**src/rtl/idli_uart_buf_m.sv**
```systemverilog
`default_nettype none
// ============================================================================
// Module      : idli_uart_buf_m
// Description : Byte-level UART buffer between the execution stage's
//               nibble-serial UART interface and the 8N1 serial pins.
//               TX: nibble pairs -> byte FIFO -> serialiser.
//               RX: synchroniser -> deserialiser -> byte FIFO -> nibbles.
// Revision    : 1.0 - initial release
// ============================================================================
module idli_uart_buf_m #(
    parameter int CLK_PER_BIT = 8,
    parameter int FIFO_DEPTH  = 4
) (
    input  logic       i_ex_gck,
    input  logic       i_ex_rst_n,
    input  logic       i_uart_tx_vld,
    input  logic [3:0] i_uart_tx_data,
    output logic       o_uart_tx_rdy1,
    output logic       o_uart_tx_rdy2,
    output logic       o_uart_tx_ovf,
    input  logic       i_uart_rx_acp,
    output logic [3:0] o_uart_rx_data,
    output logic       o_uart_rx_rdy1,
    output logic       o_uart_rx_rdy2,
    output logic       o_uart_rx_ovf,
    output logic       o_uart_rx_ferr,
    output logic       o_uart_tx,
    input  logic       i_uart_rx
);
    localparam int              AW            = $clog2(FIFO_DEPTH);
    localparam int              FW            = AW + 1;
    localparam int              CW            = $clog2(CLK_PER_BIT);
    localparam logic [CW-1:0]   C_BIT_RELOAD  = CW'(CLK_PER_BIT - 1);
    localparam logic [CW-1:0]   C_HALF_RELOAD = CW'(CLK_PER_BIT / 2 - 1);
    localparam logic [FW-1:0]   C_DEPTH       = FW'(FIFO_DEPTH);
    localparam logic [FW-1:0]   C_DEPTH_M1    = FW'(FIFO_DEPTH - 1);

    typedef enum logic [1:0] {
        ST_IDLE  = 2'd0,
        ST_START = 2'd1,
        ST_DATA  = 2'd2,
        ST_STOP  = 2'd3
    } uart_state_e;

    // ---------------- TX side state ----------------
    logic          tx_nib_ptr_q;
    logic [3:0]    tx_nib_q;
    logic [FW-1:0] tx_wr_q, tx_rd_q;
    logic [7:0]    tx_mem_q [FIFO_DEPTH];
    uart_state_e   tx_state_q;
    logic [CW-1:0] tx_cnt_q;
    logic [2:0]    tx_idx_q;
    logic [7:0]    tx_sh_q;
    logic          tx_line_q;
    logic          tx_ovf_q;

    logic          tx_push_w, tx_pop_w, tx_do_push_w, tx_drop_w;
    logic          tx_empty_w, tx_full_w;
    logic [FW-1:0] tx_count_w;
    logic [7:0]    tx_head_w, tx_byte_w;

    // ---------------- RX side state ----------------
    logic          rx_meta_q, rx_sync_q;
    uart_state_e   rx_state_q;
    logic [CW-1:0] rx_cnt_q;
    logic [2:0]    rx_idx_q;
    logic [7:0]    rx_sh_q;
    logic [FW-1:0] rx_wr_q, rx_rd_q;
    logic [7:0]    rx_mem_q [FIFO_DEPTH];
    logic          rx_nib_ptr_q;
    logic          rx_ovf_q, rx_ferr_q;

    logic          rx_stop_smp_w, rx_push_w, rx_pop_w, rx_acp_ok_w;
    logic          rx_do_push_w, rx_drop_w;
    logic          rx_empty_w, rx_full_w;
    logic [FW-1:0] rx_count_w;
    logic [7:0]    rx_head_w;

    // TX FIFO status, push/pop qualification and byte assembly
    always_comb begin
        tx_byte_w    = {i_uart_tx_data, tx_nib_q};
        tx_push_w    = i_uart_tx_vld && tx_nib_ptr_q;
        tx_empty_w   = (tx_wr_q == tx_rd_q);
        tx_full_w    = (tx_wr_q[AW-1:0] == tx_rd_q[AW-1:0]) && (tx_wr_q[AW] != tx_rd_q[AW]);
        tx_count_w   = tx_wr_q - tx_rd_q;
        tx_head_w    = tx_mem_q[tx_rd_q[AW-1:0]];
        // The serialiser takes a byte when idle or at the end of a stop bit.
        tx_pop_w     = !tx_empty_w &&
                       ((tx_state_q == ST_IDLE) ||
                        ((tx_state_q == ST_STOP) && (tx_cnt_q == '0)));
        // A pop in the same cycle frees a slot, so a push onto full succeeds.
        tx_do_push_w = tx_push_w && (!tx_full_w || tx_pop_w);
        tx_drop_w    = tx_push_w && !tx_do_push_w;
    end

    // Low nibble is held until its high partner arrives
    always_ff @(posedge i_ex_gck or negedge i_ex_rst_n) begin
        if (!i_ex_rst_n) begin
            tx_nib_ptr_q <= 1'b0;
            tx_nib_q     <= 4'h0;
        end else if (i_uart_tx_vld) begin
            if (!tx_nib_ptr_q) begin
                tx_nib_q <= i_uart_tx_data;
            end
            tx_nib_ptr_q <= !tx_nib_ptr_q;
        end
    end

    // TX FIFO storage
    always_ff @(posedge i_ex_gck) begin
        if (tx_do_push_w) begin
            tx_mem_q[tx_wr_q[AW-1:0]] <= tx_byte_w;
        end
    end

    // TX FIFO pointers (extra wrap bit distinguishes full from empty)
    always_ff @(posedge i_ex_gck or negedge i_ex_rst_n) begin
        if (!i_ex_rst_n) begin
            tx_wr_q <= '0;
            tx_rd_q <= '0;
        end else begin
            if (tx_do_push_w) tx_wr_q <= tx_wr_q + FW'(1);
            if (tx_pop_w)     tx_rd_q <= tx_rd_q + FW'(1);
        end
    end

    // TX serialiser: 8N1, LSB first, line value registered with the state
    always_ff @(posedge i_ex_gck or negedge i_ex_rst_n) begin
        if (!i_ex_rst_n) begin
            tx_state_q <= ST_IDLE;
            tx_cnt_q   <= '0;
            tx_idx_q   <= 3'd0;
            tx_sh_q    <= 8'h00;
            tx_line_q  <= 1'b1;
        end else begin
            case (tx_state_q)
                ST_IDLE: begin
                    if (tx_pop_w) begin
                        tx_sh_q    <= tx_head_w;
                        tx_cnt_q   <= C_BIT_RELOAD;
                        tx_line_q  <= 1'b0;
                        tx_state_q <= ST_START;
                    end
                end
                ST_START: begin
                    if (tx_cnt_q == '0) begin
                        tx_cnt_q   <= C_BIT_RELOAD;
                        tx_idx_q   <= 3'd0;
                        tx_line_q  <= tx_sh_q[0];
                        tx_state_q <= ST_DATA;
                    end else begin
                        tx_cnt_q <= tx_cnt_q - CW'(1);
                    end
                end
                ST_DATA: begin
                    if (tx_cnt_q == '0) begin
                        tx_cnt_q <= C_BIT_RELOAD;
                        if (tx_idx_q == 3'd7) begin
                            tx_line_q  <= 1'b1;
                            tx_state_q <= ST_STOP;
                        end else begin
                            tx_idx_q  <= tx_idx_q + 3'd1;
                            tx_sh_q   <= {1'b0, tx_sh_q[7:1]};
                            tx_line_q <= tx_sh_q[1];
                        end
                    end else begin
                        tx_cnt_q <= tx_cnt_q - CW'(1);
                    end
                end
                ST_STOP: begin
                    if (tx_cnt_q == '0) begin
                        if (tx_pop_w) begin
                            // Back-to-back frame: no idle gap after the stop bit.
                            tx_sh_q    <= tx_head_w;
                            tx_cnt_q   <= C_BIT_RELOAD;
                            tx_line_q  <= 1'b0;
                            tx_state_q <= ST_START;
                        end else begin
                            tx_state_q <= ST_IDLE;
                        end
                    end else begin
                        tx_cnt_q <= tx_cnt_q - CW'(1);
                    end
                end
                default: tx_state_q <= ST_IDLE;
            endcase
        end
    end

    // Two-flop synchroniser on the asynchronous RX pin, idles high
    always_ff @(posedge i_ex_gck or negedge i_ex_rst_n) begin
        if (!i_ex_rst_n) begin
            rx_meta_q <= 1'b1;
            rx_sync_q <= 1'b1;
        end else begin
            rx_meta_q <= i_uart_rx;
            rx_sync_q <= rx_meta_q;
        end
    end

    // RX FIFO status, stop-bit decision and nibble delivery
    always_comb begin
        rx_stop_smp_w = (rx_state_q == ST_STOP) && (rx_cnt_q == '0);
        rx_push_w     = rx_stop_smp_w && rx_sync_q;
        rx_empty_w    = (rx_wr_q == rx_rd_q);
        rx_full_w     = (rx_wr_q[AW-1:0] == rx_rd_q[AW-1:0]) && (rx_wr_q[AW] != rx_rd_q[AW]);
        rx_count_w    = rx_wr_q - rx_rd_q;
        rx_head_w     = rx_mem_q[rx_rd_q[AW-1:0]];
        rx_acp_ok_w   = i_uart_rx_acp && !rx_empty_w;
        rx_pop_w      = rx_acp_ok_w && rx_nib_ptr_q;
        rx_do_push_w  = rx_push_w && (!rx_full_w || rx_pop_w);
        rx_drop_w     = rx_push_w && !rx_do_push_w;
        o_uart_rx_data = rx_empty_w ? 4'h0 : (rx_nib_ptr_q ? rx_head_w[7:4] : rx_head_w[3:0]);
    end

    // RX deserialiser: half-bit start check, then mid-bit samples
    always_ff @(posedge i_ex_gck or negedge i_ex_rst_n) begin
        if (!i_ex_rst_n) begin
            rx_state_q <= ST_IDLE;
            rx_cnt_q   <= '0;
            rx_idx_q   <= 3'd0;
            rx_sh_q    <= 8'h00;
        end else begin
            case (rx_state_q)
                ST_IDLE: begin
                    if (!rx_sync_q) begin
                        rx_cnt_q   <= C_HALF_RELOAD;
                        rx_state_q <= ST_START;
                    end
                end
                ST_START: begin
                    if (rx_cnt_q == '0) begin
                        if (rx_sync_q) begin
                            rx_state_q <= ST_IDLE;   // glitch, not a start bit
                        end else begin
                            rx_cnt_q   <= C_BIT_RELOAD;
                            rx_idx_q   <= 3'd0;
                            rx_state_q <= ST_DATA;
                        end
                    end else begin
                        rx_cnt_q <= rx_cnt_q - CW'(1);
                    end
                end
                ST_DATA: begin
                    if (rx_cnt_q == '0) begin
                        rx_sh_q  <= {rx_sync_q, rx_sh_q[7:1]};
                        rx_cnt_q <= C_BIT_RELOAD;
                        if (rx_idx_q == 3'd7) begin
                            rx_state_q <= ST_STOP;
                        end else begin
                            rx_idx_q <= rx_idx_q + 3'd1;
                        end
                    end else begin
                        rx_cnt_q <= rx_cnt_q - CW'(1);
                    end
                end
                ST_STOP: begin
                    if (rx_cnt_q == '0) begin
                        rx_state_q <= ST_IDLE;
                    end else begin
                        rx_cnt_q <= rx_cnt_q - CW'(1);
                    end
                end
                default: rx_state_q <= ST_IDLE;
            endcase
        end
    end

    // RX FIFO storage
    always_ff @(posedge i_ex_gck) begin
        if (rx_do_push_w) begin
            rx_mem_q[rx_wr_q[AW-1:0]] <= rx_sh_q;
        end
    end

    // RX FIFO pointers and nibble pointer; acp on an empty FIFO is ignored
    always_ff @(posedge i_ex_gck or negedge i_ex_rst_n) begin
        if (!i_ex_rst_n) begin
            rx_wr_q      <= '0;
            rx_rd_q      <= '0;
            rx_nib_ptr_q <= 1'b0;
        end else begin
            if (rx_do_push_w) rx_wr_q <= rx_wr_q + FW'(1);
            if (rx_pop_w)     rx_rd_q <= rx_rd_q + FW'(1);
            if (rx_acp_ok_w)  rx_nib_ptr_q <= !rx_nib_ptr_q;
        end
    end

    // Sticky error flags, cleared only by reset
    always_ff @(posedge i_ex_gck or negedge i_ex_rst_n) begin
        if (!i_ex_rst_n) begin
            tx_ovf_q  <= 1'b0;
            rx_ovf_q  <= 1'b0;
            rx_ferr_q <= 1'b0;
        end else begin
            tx_ovf_q  <= tx_ovf_q | tx_drop_w;
            rx_ovf_q  <= rx_ovf_q | rx_drop_w;
            rx_ferr_q <= rx_ferr_q | (rx_stop_smp_w && !rx_sync_q);
        end
    end

    assign o_uart_tx      = tx_line_q;
    assign o_uart_tx_ovf  = tx_ovf_q;
    assign o_uart_tx_rdy1 = (tx_count_w < C_DEPTH);
    assign o_uart_tx_rdy2 = (tx_count_w < C_DEPTH_M1);
    assign o_uart_rx_ovf  = rx_ovf_q;
    assign o_uart_rx_ferr = rx_ferr_q;
    assign o_uart_rx_rdy1 = (rx_count_w != '0);
    assign o_uart_rx_rdy2 = (rx_count_w > FW'(1));

endmodule
`default_nettype wire

```
**config.mk**
```make
export PLATFORM = sky130hd
export DESIGN_NAME = idli_uart_buf_m
export DESIGN_NICKNAME = d
export VERILOG_FILES = /design/src/rtl/idli_uart_buf_m.sv
export SDC_FILE = /design/constraint.sdc
export NUM_CORES = 1
export LEC_CHECK = 0
export BUFFER_PORTS_ARGS = -buffer_cell sky130_fd_sc_hd__clkbuf_2
export CORE_MARGIN = 2
export CORE_UTILIZATION = 50
export DETAILED_ROUTE_END_ITERATION = 16
export PLACE_DENSITY_LB_ADDON = 0.25
export SLEW_MARGIN = 20
export SYNTH_ARGS = -nofsm -noshare
export SYNTH_HDL_FRONTEND = slang
export SYNTH_SLANG_ARGS = --single-unit
```
**constraint.sdc**
```tcl
create_clock -name i_ex_gck -period 5.73 [get_ports i_ex_gck]
set_input_delay 1.146 -clock i_ex_gck [delete_from_list [all_inputs] [get_ports i_ex_gck]]
set_output_delay 1.146 -clock i_ex_gck [all_outputs]
set_load 0.005 [all_outputs]
```
# Yosys cells after proc, flatten, opt, wreduce, memory -nomap -nowiden
# Memories as Yosys holds them, arrays and structs flattened.
# Index checks and enable logic that the tools add are counted.
[classes] magnitude_cmp=3 addsub=10 n_eq_ne=29 mux=50 n_bitwise=4 n_reduce_logical=44
[op_table] op="3-bit 2-to-1 mux" n=15
[op_table] op="8-bit 2-to-1 mux" n=4
[op_table] op="2-bit != test (second input constant)" n=12
[op_table] op="8-bit case mux with 3 select lines" n=1
[op_table] op="2-bit 2-to-1 mux" n=11
[op_table] op="3-bit by 1-bit adder with 3-bit output (second input constant)" n=6
[op_table] op="2-bit case mux with 4 select lines" n=2
[op_table] op="5-bit AND reduction" n=3
[op_table] op="1-bit logical AND" n=14
[op_table] op="3-bit case mux with 2 select lines" n=2
[op_table] op="3-bit case mux with 4 select lines" n=1
[op_table] op="1-bit 2-to-1 mux" n=10
[op_table] op="1-bit logical NOT" n=9
[op_table] op="3-bit case mux with 3 select lines" n=1
[op_table] op="2-bit equality test (second input constant)" n=4
[op_table] op="4-bit 2-to-1 mux" n=2
[op_table] op="4-bit AND reduction" n=2
[op_table] op="3-bit equality test" n=2
[op_table] op="3-bit equality test (second input constant)" n=2
[op_table] op="3-bit logical NOT" n=2
[op_table] op="3-bit AND reduction" n=2
[op_table] op="3-bit nonzero test" n=2
[op_table] op="3-bit by 1-bit subtractor with 3-bit output (second input constant)" n=2
[op_table] op="3-bit subtractor" n=2
[op_table] op="16 further kinds" n=27
[word_totals] mem_bits_rw=64 n_memories=2 reg_bits=56 wordCells=163 inputBits=9
[memory_table] name="rx_mem_q" depth=4 word_bits=8 read_ports=1 rd_clocked_by_memory_dff=0 wr=1 line_no="69" rtl="logic [7:0] rx_mem_q [FIFO_DEPTH];"
[memory_table] name="tx_mem_q" depth=4 word_bits=8 read_ports=1 rd_clocked_by_memory_dff=0 wr=1 line_no="49" rtl="logic [7:0] tx_mem_q [FIFO_DEPTH];"

# Depth between registers and ports, before layout
# Gate-level depths: netlist of run 1.
[depth] ltp_word=9 ltp_mapped=9 ltp_nobuf=7

# Least setup slack after synthesis of run 1
# OpenSTA, ideal clock, no wires.
[synth_path] path_type="register to output" from="register tx_rd_q[1]" to="output o_uart_tx_rdy2" stages_incl_launch_ff=6 slack_ns=2.966 t_arrival_ns=1.618 required_time_ns=4.584 path_cell_list="dfrtp_1 clkbuf_1 inv_1 fa_1 xnor2_1 a21boi_0"
[synth_via] elab_chain_cells=2
[synth_rtl] element="from (decl)" line_no="48" rtl="logic [FW-1:0] tx_wr_q, tx_rd_q;"
[synth_rtl] element="from (signal assigned)" line_no="123" rtl="if (tx_pop_w) tx_rd_q <= tx_rd_q + FW'(1);"
[synth_rtl] element="3-bit subtractor" line_no="85" rtl="tx_count_w = tx_wr_q - tx_rd_q;"
[synth_rtl] element="3-bit by 2-bit < comparator with 1-bit output" line_no="305" rtl="assign o_uart_tx_rdy2 = (tx_count_w < C_DEPTH_M1);"
[synth_rtl] element="to (decl)" line_no="19" rtl="output logic o_uart_tx_rdy2,"
# Every way passes these cells.

# Worst setup path after layout of run 1
[layout_path] from="register tx_rd_q[0]" to="output o_uart_tx_rdy2"
# Same word-level chain as after synthesis.

==> results of run 1 <==
[routing by layer]
layer  track usage, %  part of all wire (%)  routed length, µm
met1             21.8                    47               4050
met3             4.84                   2.7                235
met5                0                     0                  0
met2             27.1                    49               4220
met4             8.79                   2.2                187
[worst paths after layout]
check	start	to	slack [ns]	depth (start not counted)
min in group asynchronous	i_ex_rst_n	rx_cnt_q[1]	0.77	2
worst max register to register	rx_cnt_q[0]	rx_mem_q[3][1]	3.13	6
worst min register to register	rx_meta_q	rx_sync_q	0.36	0
worst min-delay path	rx_meta_q	rx_sync_q	0.36	0
max in group asynchronous	i_ex_rst_n	rx_sh_q[0]	4.48	2
worst max-delay path	tx_rd_q[0]	o_uart_tx_rdy2	2.14	6
[cell type report]
cell class	instances	area (µm²)
multi-input combinational	234	2020
clock inverter	8	120
inverter	22	82.6
sequential	120	3330
timing repair buffer	21	108
tap	140	175
clock buffer	24	470
fill	835	4490
[cell usage in the layout (no fill, tap or decap), drive strengths merged, types with 11 or more instances in the layout]
master,count
mux2,14
ha,32
mux4,16
a21oi,12
nand2,36
dfrtp,53
edfxtp,64
clkbuf,44
inv,22
o21ai,25
mux2i,11
nor2,17
[cells by family (layout without fill, tap and decap cells)]
logic type	Yosys count	after routing	synth area share, %
mux	41	41	11.5
simple gates	83	83	7.14
flops	120	120	60.7
xor+xnor	14	14	2.37
fa+ha+maj	34	34	8.03
buf+inv	34	75	2.58
compound gates	62	62	7.76
[worst max-delay path, stage by stage, from the launching register on]
cell	delay (ns)
dfrtp_1	0.73
ha_1	0.26
inv_1	0.05
fa_1	0.37
xnor2_1	0.19
a21boi_0	0.19
clkbuf_2	0.13
[through the flow]
step / cell area (µm²) / util [%] / hold WS, ns / setup slack, ns
2_1_floorplan: 5480 / - / 0.345 / 2.97
3_3_place_gp: 5710 / 52.9 / 0.354 / 2.64
3_5_place_dp: 5710 / 52.9 / 0.350 / 2.63
4_1_cts: 6300 / 58.4 / 0.361 / 2.05
5_1_grt: 6300 / 58.4 / 0.363 / 1.87
6_report: 6300 / 58.4 / 0.359 / 2.14
[registers in the layout (all words and copies together), names as in the netlist, 4 cells and up, named ones only]
signal,count
rx_mem_q,32
rx_sh_q,8
tx_mem_q,32
tx_nib_q,4
tx_sh_q,8
[report_power, final]
| group | switching (mW) | internal, mW |
|---|---|---|
| logic | 0.336 | 0.323 |
| registers | 0.136 | 1.06 |
| clock network | 0.356 | 0.694 |
| total | 0.829 | 2.08 |
==> out/qor.tcl, run 1 <==
set qor(outcome) {finished, final reports clean}
set qor(clock_sink_count) 120
set qor(number_of_enable_type_register_cells_in_the_synthesized_netlist) 64
set qor(ctsResizeCount) 0
set qor(critical_path_class) {flip-flop to output pin}
set qor(detailroute.via_count) 3007
set qor(yosysSeqAreaShare_pct) 60.7
set qor(insertedDiodeCount) 0
set qor(synth.yosys.warnings) 0
set qor(hold_path_class) {flip-flop to flip-flop}
set qor(place.detailed.hpwl_mm) 5.56
set qor(number_of_antenna_violations_at_the_first_check_in_global_routing) 0
set qor(timing.max_slew.rel_slack_pct) 50.6
set qor(fin_cells) 569
set qor(areaGrowthSynthToFinish_pct) 14.9
set qor(finalMaxSlewViolations) 0
set qor(syn-instance-count) 388
set qor(top_level_ports) 21
set qor(vias_per_cell) 5.28
set qor(timing.critical_path.to_type) {output pin}
set qor(synthTopCellsByArea) {edfxtp_1, dfrtp_1, ha_1}
set qor(maxCapViolCount) 0
set qor(clk_latency_ns) 0.52
set qor(synth.most_common_cell) {edfxtp_1}
set qor(synth_top_area_share_pct) 35.0
set qor(vias_in_the_first_global_route) 2986
set qor(tns_ns) 0
set qor(detailedRoute.firstPassIterationCount) 4
set qor(final_net_count) 459
set qor(synth_top_area_cell) {edfxtp_1}
set qor(synthTopCellsByCount) {edfxtp_1, dfrtp_1, nand2_1}
set qor(io_buffer_count) 20
set qor(rsz0062_at_grt) {no}
set qor(drt-initial-drc-count) 172
set qor(die_area_um2) 11800
set qor(worstMarginPinSlew_ns) 0.741
set qor(synth_area_um2) 5480
set qor(maximum_number_of_pins_on_one_net_before_global_route_repair) 57
set qor(die_h_um) 109
set qor(post_drt_wl_per_cell_um) 15.3
set qor(globalRoute.totalOverflow) 0
set qor(fp-row-count) 38
set qor(setup_viol) 0
set qor(powerDensity_nw_per_um2) 462
set qor(irDropWorstVdd_mv) 0.332
set qor(start_util_pct) 50.8
set qor(postSynth.topFlopCell) {edfxtp_1}
set qor(cts-buffers-inserted) 17
set qor(ctsHoldBuffers) 0
set qor(floorplan.die.width_um) 109
set qor(timing.critical_path.arrival_ns) 2.44
set qor(worst-endpoint-required_ns) 4.58
set qor(ys_types) 50
set qor(min_period_ns) 3.59
set qor(design_power_total_mw) 2.91
set qor(synth_area_per_cell_um2) 14.1
set qor(final.period_utilization_pct) 62.7
set qor(crit_fanout) 11
set qor(fp.coreArea_um2) 10800
set qor(drc) 0
set qor(final.setup_skew_ns) 0.00544
set qor(proportion_of_layout_cells_with_a_drive_suffix_above_1_pct) 21.0
set qor(clk_root_buffer_cell) {clkbuf_8}
set qor(htree_num_levels) 4
set qor(clk_pin_slew_worst_paths_ns) 0.05
set qor(place.gp.congestion) 0.761
set qor(fmaxAchievable_mhz) 279
set qor(grt.total_usage_pct) 17.2
set qor(dpl.cell_count) 537
set qor(synth-seq-cells) 120
set qor(cts.repair_timing.setup_buffer_count) 0
set qor(mapped_nets) 431
set qor(cts_tree) {built}
set qor(postRouteWirelength_mm) 8.69
set qor(route.antenna.remaining_nets) 0
set qor(start_kind) {flip-flop}
set qor(finalHoldViolCount) 0
set qor(static-leakage-power_nw) 2.64
set qor(grt_first_pass_wirelength_mm) 14.9
set qor(bufs_on_longest_clock_path) 2
set qor(postSynth.asyncResetShare_pct) 46.7
No activity file was read; power rests on OpenSTA's default activity.
==> run 2: changes to the inputs <==
==> constraint.sdc (replaced) <==
create_clock -name i_ex_gck -period 3.65 [get_ports i_ex_gck]
set_input_delay 0.73 -clock i_ex_gck [delete_from_list [all_inputs] [get_ports i_ex_gck]]
set_output_delay 0.73 -clock i_ex_gck [all_outputs]
set_load 0.005 [all_outputs]
==> run 2 against run 1 <==
Effect of this change:
- sequential share of layout area grew 0.30 points
- final cell count grew 0.18%
- largest power group unchanged
- die area is the same
- critical endpoint unchanged
==> out/qor.tcl, run 2 (same netlist as run 1, synthesis figures left out) <==
set qor(grt.met2_usage_pct) 29.2 ;# +2.1 points
set qor(start_util_pct) 50.8 ;# unchanged
set qor(rr_endpoint) {rx_mem_q[3][6]}
set qor(grt.total_usage_pct) 17.6 ;# +0.46 points
set qor(fmaxAchievable_mhz) 335
set qor(min_period_ns) 2.98
set qor(most_common_library_cell_in_the_layout_ignoring_fill_and_taps) {edfxtp_1}
set qor(most_used_cells_in_the_layout_excluding_fill_and_tap_cells) {edfxtp_1, dfrtp_1, nand2_1}
set qor(detailedRoute.firstPassIterationCount) 4 ;# unchanged
set qor(io_buffer_count) 20 ;# unchanged
set qor(setup_viol) 0 ;# unchanged
set qor(final_critical_path_setup_slack_ns) 0.669 ;# -1.47 ns
set qor(ctsHoldBuffers) 0 ;# unchanged
set qor(vias_in_the_first_global_route) 3147 ;# +5.4%
set qor(grt_first_pass_wirelength_mm) 15.5 ;# +3.8%
set qor(dpl-instance-area_um2) 5720 ;# +0.13%
set qor(clk_latency_ns) 0.52 ;# about the same
set qor(areaGrowthSynthToFinish_pct) 14.2
set qor(final.setup_skew_ns) 0.00748 ;# +0.00203 ns
set qor(route.antenna.remaining_nets) 0 ;# unchanged
set qor(internal_power_mw) 3.16 ;# +52%
set qor(outcome) {finished, final reports clean}
set qor(hold_path_class) {input port to asynchronous set/reset pin}
set qor(bufs_on_longest_clock_path) 2 ;# unchanged
set qor(number_of_antenna_violations_at_the_first_check_in_global_routing) 0 ;# unchanged
set qor(n_fill_cell) 828 ;# -0.84%
set qor(p_seq_share_pct) 42.1 ;# +0.9 points
set qor(tns_ns) 0 ;# unchanged
set qor(globalRoute.totalOverflow) 0 ;# unchanged
set qor(htree_num_levels) 4 ;# unchanged
set qor(critical_path_class) {flip-flop to output pin}
set qor(comb_power_share_pct) 23.5 ;# +0.8 points
set qor(r2r_setup_slk_ns) 1.14 ;# -1.99 ns
set qor(worstMarginPinSlew_ns) 0.762 ;# +0.0212 ns
set qor(timing.critical_path.arrival_ns) 2.25 ;# -0.19 ns
set qor(switching_share_pct) 29.3 ;# +0.84 points
set qor(preCtsSetupSlack_ns) 1.15 ;# -1.48 ns
set qor(use_met3_pct) 4.54 ;# -0.30 points
set qor(powerDensity_nw_per_um2) 714 ;# +55%
set qor(post_drt_wl_per_cell_um) 15.8 ;# +3.7%
set qor(die_area_um2) 11800 ;# unchanged
set qor(clk_root_buffer_cell) {clkbuf_8}
set qor(final_net_count) 460 ;# +0.22%
set qor(maxCapViolCount) 0 ;# unchanged
set qor(timing.critical_path.to_type) {output pin}
set qor(final_area_um2) 6260 ;# -0.56%
set qor(cts.repair_timing.setup_buffer_count) 0 ;# unchanged
set qor(finalHoldViolCount) 0 ;# unchanged
set qor(clk_pin_slew_worst_paths_ns) 0.06 ;# about the same
set qor(timing.max_slew.rel_slack_pct) 49.2 ;# -1.4 points
set qor(cts_tree) {built}
set qor(start_kind) {flip-flop}
set qor(die_h_um) 109 ;# unchanged
set qor(drc) 0 ;# unchanged
set qor(drt-initial-drc-count) 142 ;# -17%
set qor(detailroute.via_count) 3048 ;# +1.4%
set qor(proportion_of_layout_cells_with_a_drive_suffix_above_1_pct) 20.9 ;# -0.049 points
set qor(cts-buffers-inserted) 17 ;# unchanged
set qor(grt-busiest-layer) {met2}
set qor(fp-row-count) 38 ;# unchanged
set qor(place.detailed.hpwl_mm) 6.01 ;# +7.9%
set qor(power.switching_mw) 1.31 ;# +58%
set qor(crit_fanout) 10 ;# -1
set qor(critical_path.reg2reg.startpoint) {rx_cnt_q[0]}
set qor(irDropWorstVdd_mv) 0.472 ;# +42%
set qor(design_power_total_mw) 4.47 ;# +54%
set qor(final.period_utilization_pct) 81.7
set qor(insertedDiodeCount) 0 ;# unchanged
set qor(multi_input_area_um2) 2020 ;# unchanged
set qor(vias_per_cell) 5.35 ;# +1.2%
set qor(static-leakage-power_nw) 2.61 ;# -0.88%
set qor(final-seq-area_um2) 3330 ;# unchanged
set qor(fp.coreArea_um2) 10800 ;# unchanged
set qor(floorplan.die.width_um) 109 ;# unchanged
set qor(worst_r2r_path_depth) 6 ;# unchanged
set qor(rsz0062_at_grt) {no}
set qor(maximum_number_of_pins_on_one_net_before_global_route_repair) 44 ;# -23%
set qor(place.gp.congestion) 0.749 ;# -1.6%
set qor(final_util_pct) 58.0 ;# -0.32 points
set qor(clock_sink_count) 120 ;# unchanged
set qor(postRouteWirelength_mm) 9.03 ;# +3.9%
set qor(ctsResizeCount) 0 ;# unchanged
set qor(worst-endpoint-required_ns) 2.92 ;# -1.66 ns
set qor(finalMaxSlewViolations) 0 ;# unchanged
set qor(grtUsageMet1_pct) 21.3 ;# -0.47 points
set qor(power.clock.fraction_pct) 34.3 ;# -1.8 points
set qor(top_level_ports) 21 ;# unchanged
-- run 2: cell types whose count changed in the layout (fill, tap and decap cells not counted), sizes merged --
cell / before / now
bufinv: 3 / 2
buf: 1 / 2
clkinvlp: 1 / 3
clkbuf: 44 / 43
-- run 2: critical path, cell delays in order (launching register included) --
cell,delay (ns)
dfrtp_1,0.60
inv_1,0.16
fa_1,0.42
xnor2_1,0.22
a21boi_0,0.20
clkbuf_2,0.14
-- run 2: worst max-delay path by stage --
stage                           start  slack [ns]        endpoint  cells past startpoint
final                      tx_rd_q[1]        0.67  o_uart_tx_rdy2                      5
after CTS                  tx_rd_q[1]        0.59  o_uart_tx_rdy2                      5
after global routing       tx_rd_q[1]        0.44  o_uart_tx_rdy2                      5
after detailed placement  rx_cnt_q[0]        1.15  rx_mem_q[1][2]                      6
after floorplan            tx_rd_q[1]        1.30  o_uart_tx_rdy2                      5
after global placement     tx_rd_q[1]        1.22  o_uart_tx_rdy2                      5
-- run 2: area by class of cell --
class	count	share of cell area [%]
inverters	22	1.32
flip-flops and latches	120	53.1
clock inverters	9	1.62
multi-input cells	234	32.2
clock buffers	23	7.13
well taps	140	2.80
repair buffers	22	1.84
-- run 2: routing by layer --
layer	up-vias	routed length, µm
met2	50	4460
met1	1508	4070
met3	12	362
met4	0	136
li1	1478	-
met5	-	0
-- run 2: per-stage QoR --
stage               std cells  hold slack [ns]
floorplan                 388            0.345
global placement          538            0.354
detailed placement        538            0.354
CTS                       570           0.0976
global route              570            0.116
finish                    570            0.116
-- run 2: power groups by stage --
stage / Combinational, mW / Clock (mW) / Sequential, mW
floorplan: 0.837 / 0 / 1.80
global placement: 1.01 / 0 / 1.90
detailed placement: 1.05 / 0 / 1.91
CTS: 1.06 / 1.57 / 1.89
global route: 1.19 / 1.62 / 1.93
finish: 1.05 / 1.53 / 1.88
